[src/rtl/seq_det_pkg.sv]
// Shared types and reset constants for the programmable serial pattern detector.
package seq_det_pkg;

  typedef enum logic {
    FILL  = 1'b0,
    ARMED = 1'b1
  } state_t;

  localparam logic [3:0] DEF_PAT = 4'b1011;
  localparam int         DEF_LEN = 4;
  localparam logic       DEF_OVL = 1'b1;

endpackage

[src/rtl/seq_det_satcnt.sv]
// Saturating up-counter; clr beats inc, holds at all-ones.
module seq_det_satcnt
  import seq_det_pkg::*;
#(
  parameter int W = 16
) (
  input  logic         clk,
  input  logic         rst,
  input  logic         inc,
  input  logic         clr,
  output logic [W-1:0] cnt
);

  always_ff @(posedge clk) begin
    if (rst) begin
      cnt <= '0;
    end else if (clr) begin
      cnt <= '0;
    end else if (inc && (cnt != {W{1'b1}})) begin
      cnt <= cnt + W'(1);
    end
  end

endmodule

[src/rtl/seq_detector_prog.sv]
// Runtime-programmable serial pattern detector with Mealy and registered match outputs.
// Optional saturating match counter is built only when SEQ_DET_MATCH_CNT_EN is defined.
module seq_detector_prog
  import seq_det_pkg::*;
#(
  parameter int MAX_LEN = 8,
  parameter int CNT_W   = 16,
  localparam int LW     = $clog2(MAX_LEN + 1)
) (
  input  logic               clk,
  input  logic               rst,
  input  logic               x_valid,
  input  logic               x,
  input  logic               cfg_load,
  input  logic [MAX_LEN-1:0] cfg_pat,
  input  logic [LW-1:0]      cfg_len,
  input  logic               cfg_overlap,
  input  logic               cnt_clr,
  output logic               y,
  output logic               y_q,
  output logic               cfg_err,
  output logic [CNT_W-1:0]   match_cnt
);

  localparam logic [LW-1:0]      MAX_LEN_L = LW'(MAX_LEN);
  localparam logic [LW-1:0]      ONE_L     = LW'(1);
  localparam logic [LW-1:0]      DEF_LEN_L = LW'(DEF_LEN);
  localparam logic [MAX_LEN-1:0] DEF_PAT_W = MAX_LEN'(DEF_PAT);

  logic [MAX_LEN-1:0] pat_r;
  logic [LW-1:0]      len_r;
  logic               ovl_r;

  // Only the len-1 bits preceding the current one ever take part in a compare.
  logic [MAX_LEN-2:0] hist;
  logic [LW-1:0]      fill;
  state_t             state;

  logic [MAX_LEN-1:0] cand;
  logic [MAX_LEN-1:0] mask;
  logic [LW-1:0]      fill_inc;
  logic               hit;
  logic               cfg_ok;

  function automatic state_t state_for(input logic [LW-1:0] f, input logic [LW-1:0] l);
    return (f >= l - ONE_L) ? ARMED : FILL;
  endfunction

  assign cand = {hist, x};

  always_comb begin
    mask = '0;
    for (int i = 0; i < MAX_LEN; i++) begin
      mask[i] = (LW'(i) < len_r);
    end
  end

  assign hit      = ((cand ^ pat_r) & mask) == '0;
  assign cfg_ok   = (cfg_len != '0) && (cfg_len <= MAX_LEN_L);
  assign fill_inc = (fill == len_r) ? fill : fill + ONE_L;

  assign y = (state == ARMED) && x_valid && !cfg_load && !rst && hit;

  always_ff @(posedge clk) begin
    if (rst) begin
      pat_r   <= DEF_PAT_W;
      len_r   <= DEF_LEN_L;
      ovl_r   <= DEF_OVL;
      hist    <= '0;
      fill    <= '0;
      state   <= state_for('0, DEF_LEN_L);
      y_q     <= 1'b0;
      cfg_err <= 1'b0;
    end else begin
      y_q     <= y;
      cfg_err <= cfg_load && !cfg_ok;
      if (cfg_load) begin
        // A rejected load leaves both config and history untouched.
        if (cfg_ok) begin
          pat_r <= cfg_pat;
          len_r <= cfg_len;
          ovl_r <= cfg_overlap;
          hist  <= '0;
          fill  <= '0;
          state <= state_for('0, cfg_len);
        end
      end else if (x_valid) begin
        if (y && !ovl_r) begin
          hist  <= '0;
          fill  <= '0;
          state <= state_for('0, len_r);
        end else begin
          hist  <= cand[MAX_LEN-2:0];
          fill  <= fill_inc;
          state <= state_for(fill_inc, len_r);
        end
      end
    end
  end

`ifdef SEQ_DET_MATCH_CNT_EN
  seq_det_satcnt #(
    .W(CNT_W)
  ) u_satcnt (
    .clk(clk),
    .rst(rst),
    .inc(y),
    .clr(cnt_clr),
    .cnt(match_cnt)
  );
`else
  logic unused_cnt_clr;
  assign unused_cnt_clr = cnt_clr;
  assign match_cnt      = '0;
`endif

endmodule

[config.mk]
export PLATFORM = sky130hd
export DESIGN_NAME = seq_detector_prog
export DESIGN_NICKNAME = d
export VERILOG_FILES = /design/src/rtl/seq_det_pkg.sv /design/src/rtl/seq_det_satcnt.sv /design/src/rtl/seq_detector_prog.sv
export SDC_FILE = /design/constraint.sdc
export NUM_CORES = 1
export LEC_CHECK = 0
export ABC_AREA = 1
export ABC_CLOCK_PERIOD_IN_PS = 2500
export BUFFER_PORTS_ARGS = -buffer_cell sky130_fd_sc_hd__buf_2
export CORE_MARGIN = 2
export CORE_UTILIZATION = 45
export DETAILED_ROUTE_END_ITERATION = 8
export GPL_TIMING_DRIVEN = 0
export PLACE_DENSITY = 0.75
export REMOVE_ABC_BUFFERS = 1
export SLEW_MARGIN = 20
export SYNTH_ARGS = -nofsm -noshare
export SYNTH_HDL_FRONTEND = slang
export SYNTH_SLANG_ARGS = --single-unit
[constraint.sdc]
create_clock -name clk -period 2.5 [get_ports clk]
set_input_delay 0.75 -clock clk [delete_from_list [all_inputs] [get_ports clk]]
set_output_delay 0.75 -clock clk [all_outputs]
set_load 0.03 [all_outputs]
# After elaboration in Yosys (flattened, before gate mapping)
# Cells that the tools add are included.
[op_classes]
addsub = 3
magnitude_cmp = 12
eq_ne = 2
n_mux = 16
bitwise_logic = 2
reduce_logical = 16
[op_table]
columns = ["op", "count"]
rows = [
  ["$mux 7", 4],
  ["$mux 4", 5],
  ["$lt 3x4->1 const A", 4],
  ["$and 8x8->8", 1],
  ["$ge 1x4->1 const A", 2],
  ["$logic_not 8->1", 1],
  ["$lt 1x4->1 const A", 2],
  ["$lt 2x4->1 const A", 2],
  ["$sub 4x1->4 const B", 2],
  ["$xor 8x8->8", 1],
  ["$logic_and 1x1->1", 7],
  ["$mux 1", 7],
  ["$add 4x1->4 const B", 1],
  ["$eq 4x4->1", 1],
  ["$ge 4x4->1", 1],
  ["$le 4x4->1 const B", 1],
  ["$logic_not 1->1", 4],
  ["$reduce_and 2->1", 2],
  ["$reduce_bool 4->1", 1],
  ["$ne 2x1->1 const B", 1],
  ["$reduce_bool 2->1", 1],
]
[totals]
register_bits = 27
input_bits = 19
out_inout_bits = 19
elab_cells = 59

# Depth between registers and ports, before layout
[logic_depth]
ltp_word = 8
depth_mapped = 12
ltp_nobuf = 12

# Least setup slack after synthesis
# OpenSTA, ideal clock, no wires.
[synth_path]
kind = "in2out"
start = "input port cfg_load"
end = "output port y"
t_arrival_ns = 1.895
required_ns = 1.750
setup_slack_ns = -0.145
cell_stages = 7
n_path_buf = 0
cell_sequence = "inv_1 nand2_1 inv_2 nand2_1 a21oi_1 nand2_1 nor3_1"
[synth_via]
elab_chain_cells = 4
[synth_lines]
columns = ["element", "line_no", "source"]
rows = [
  ["start, declared", "seq_detector_prog.sv:14", "input logic cfg_load,"],
  ["$logic_not 1->1", "seq_detector_prog.sv:62", "assign y = (state == ARMED) && x_valid && !cfg_load && !rst && hit;"],
  ["$logic_and 1x1->1 (3 in a row)", "seq_detector_prog.sv:62", ""],
  ["end, declared", "seq_detector_prog.sv:19", "output logic y,"],
]
# No other way between the ends.

# Worst setup path in the final report
[layout_path]
start = "input port rst"
end = "output port y"
[layout_via]
elab_chain_cells = 3
[layout_lines]
columns = ["element", "line_no", "source"]
rows = [
  ["start, declared", "seq_detector_prog.sv:11", "input logic rst,"],
  ["$logic_not 1->1", "seq_detector_prog.sv:62", ""],
  ["$logic_and 1x1->1 (2 in a row)", "seq_detector_prog.sv:62", ""],
]
# No other way between the ends.

==> impl_results.md <==
- Hold path endpoint: pat_r[2]
- Worst Hold Path Cells: 2
- Row count: 23
- Synth warn: 0
- Share of cells above drive strength 1: 26.5%
- # fillers: ~390
- Core Region: 3970 µm²
- First-pass GRT wire length: 6180 µm
- Die area: 4650 µm²
- Vias per Instance: approximately 4.7
- Status: finished, final reports clean
- GP Congestion: 0.804
- Final WS setup: around 100 ps
- CP Class: in2out
- Vias in the first global route: 1306
- H-tree lvl count: 1
- # nets final: 300
- Setup Skew: 8.19 ps
- Pwr Total: a little over 1 mW
- Pin count of the biggest net entering global routing: 21
- Count of final setup violators: 0
- Period minus WS final: 2400 ps
- Critical Path Sink Type: output port
- RSZ-0062 raised after global routing: no
- Sequential share of the synthesized area: 29.1%
- Final TNS setup: 0 ps
- Post-cts hold buffer count: 0
- Placed Instance Area: about 1900 µm²
- Post-synthesis instance area: around 1900 µm²
- DRT antenna net count: 0
- PD cells: 509 nW/µm²
- Reg2Reg Depth: 11
- Cell variety after synth: 30
- Worst hold path class: reg2reg
- Final period util: between 90% and 100%
- DRC: 0
- FMAX: 417 MHz
- Port Buf Inserts: 20
- Initial antenna violation count: 0
- Total wire length: ~3700 µm
- Crit path required time: 1750 ps
- Drt initial violations: 32
- Area Overhead vs Synth: 6.61%
- Skew-Pair Late Insertion Delay: 280 ps
- #FFs+latches synth: 27
- TritonCTS buffer count: 3
- Worst vdd ir: 258 µV
- Min-Delay Startpoint: pat_r[2]
- R2r endpoint: state
- CP max FO: 14
- Gr usage total: 17.7%
- CTS Sinks: 27
- Ant diodes: 0
- R2r setup slk: 250 ps
- Leakage: 0.885 nW
- Startpoint Class: input pin
- Total grt overflow: 0
- Max cap viols: 0
- Via count: 1512
- Worst EP arrival: roughly 1700 ps
- Clock Path Buffers: 2
- Hpwl dp: 2740 µm
- Die Span Y: 68.2 µm
- Io pins: 38
- Fin. Hold Viols: 0
- Synth Area per Inst: 7.28 µm²
- DRT Pass-1 Iters: 4
- Post-Synthesis Cells: roughly 260
- Final core occ: 49.8%
- Measured slew at the worst slew-check pin: ~600 ps
- Final Slew Violations: 0
- Worst-path clk slew: about 100 ps
- Design area: slightly below 2000 µm²
- Avg WL per Cell: around 12 µm
- Relative slew margins: 60.2%
- FF-to-FF Start: len_r[3]
- Chip Width: 68.2 µm
- Clk root buf: clkbuf_8
- CTS tree: done
- Initial Util: 46.7%
- Setup WS pre-CTS: -302 ps
[power breakdown]
group	leakage [nW]	internal (mW)	switching, mW
clock	0.0217	0.113	0.151
combinational	0.642	0.0901	0.175
sequential	0.221	0.454	0.0230
[how the worst max path moves through the flow]
stage,start,end,cells after the start,slack (ps)
after floorplan,cfg_load,y,7,-320
after global placement,cfg_load,y,9,-290
after detailed placement,cfg_load,y,9,-300
after CTS,cfg_load,y,9,30
after global routing,len_r[0],y,7,20
final,rst,y,7,100
[synth_stat cells (all sizes together)]
master | instances | share of area (%)
and2 | 1 | 0.34
dfxtp | 27 | 29
xor2 | 4 | 2.7
xnor2 | 5 | 2.4
nor2 | 12 | 2.8
inv | 39 | 7.9
nand2 | 65 | 13
nand4 | 3 | 1.7
ha | 8 | 5.4
nand3 | 20 | 8.6
a21oi | 23 | 8.4
clkbuf | 2 | 0.40
conb | 1 | 0.20
o211ai | 3 | 1.2
clkinv | 1 | 0.20
nor3 | 4 | 1.1
o21bai | 1 | 0.40
buf | 21 | 9.3
or2 | 1 | 0.34
o21ai | 14 | 4.2
[flip-flops by register name, summed over array words and instances (netlist names)]
name	cells
pat_r	8
hist	7
cfg_err	1
fill	4
ovl_r	1
len_r	4
y_q	1
state	1
[cell type report]
| type | instances | area [µm²] | share of cell area [%] |
|---|---|---|---|
| multi-input combinational | 180 | 1060 | 53.6 |
| inverter | 40 | 153 | 7.72 |
| sequential | 27 | 541 | 27.3 |
| clock inverter | 1 | 7.51 | 0.380 |
| clock buffer | 3 | 41.3 | 2.09 |
| tap | 50 | 62.6 | 3.16 |
| timing repair buffer | 21 | 113 | 5.69 |
[worst max-delay path, stage by stage]
cell and delay, ps:
buf_4 190, nor2_1 120, nand2_1 70, a21oi_1 110
nand2_1 110, nor3_2 120, buf_4 180
[per-stage QoR]
step	hold slack, ps	cells
after detailed placement	467	317
final	478	322
after global routing	494	322
after floorplan	444	247
after global placement	457	317
after CTS	483	322
[timing repair]
action / 4_1_cts / 5_1_grt
setup buffers: 1 / 0
endpoints found under the setup margin: 1 / 1
pin swaps: 0 / 1
resized for setup: 5 / 5
[placed cells by master, fill, tap and decap left out, types with 2 or more instances in the layout]
cell type / netlist / layout
nor3_1: 4 / 3
nor2_2: 3 / 3
nand2_2: 1 / 2
o21ai_1: 2 / 2
dfxtp_1: 27 / 27
conb_1: 1 / 16
o21ai_0: 10 / 10
inv_1: 32 / 29
a21oi_2: 11 / 11
xor2_1: 2 / 2
xor2_2: 2 / 2
nand3_2: 12 / 12
buf_2: 0 / 18
buf_4: 17 / 3
a21oi_1: 12 / 12
xnor2_1: 5 / 5
nor2_1: 9 / 9
clkbuf_8: 0 / 3
o211ai_1: 3 / 3
ha_1: 8 / 7
nand3_1: 8 / 8
nand4_2: 2 / 2
nand2_1: 64 / 63
inv_2: 7 / 9
o21ai_2: 2 / 2
[kinds of logic (layout without fill, tap and decap cells)]
logic type	count (synthesis)	after routing	share of synthesized area, %
and+or+nand+nor	106	106	28.2
buffers and inverters	63	65	17.8
AOI/OAI and AO/OA	41	41	14.2
DFF	27	27	29.1
xor gates and xnor gates	9	9	5.06
adders and majority gates	8	8	5.39
other	1	16	0.202
[routing by layer]
| layer | vias to the layer above | track usage (%) | routed length (µm) |
|---|---|---|---|
| met3 | 4 | 2.14 | 123 |
| li1 | 804 | - | - |
| met1 | 674 | 23.8 | 1780 |
| met4 | 0 | 4.00 | 32 |
| met2 | 30 | 30.2 | 1810 |
| met5 | - | 0 | 0 |
No activity file was read; power rests on OpenSTA's default activity.
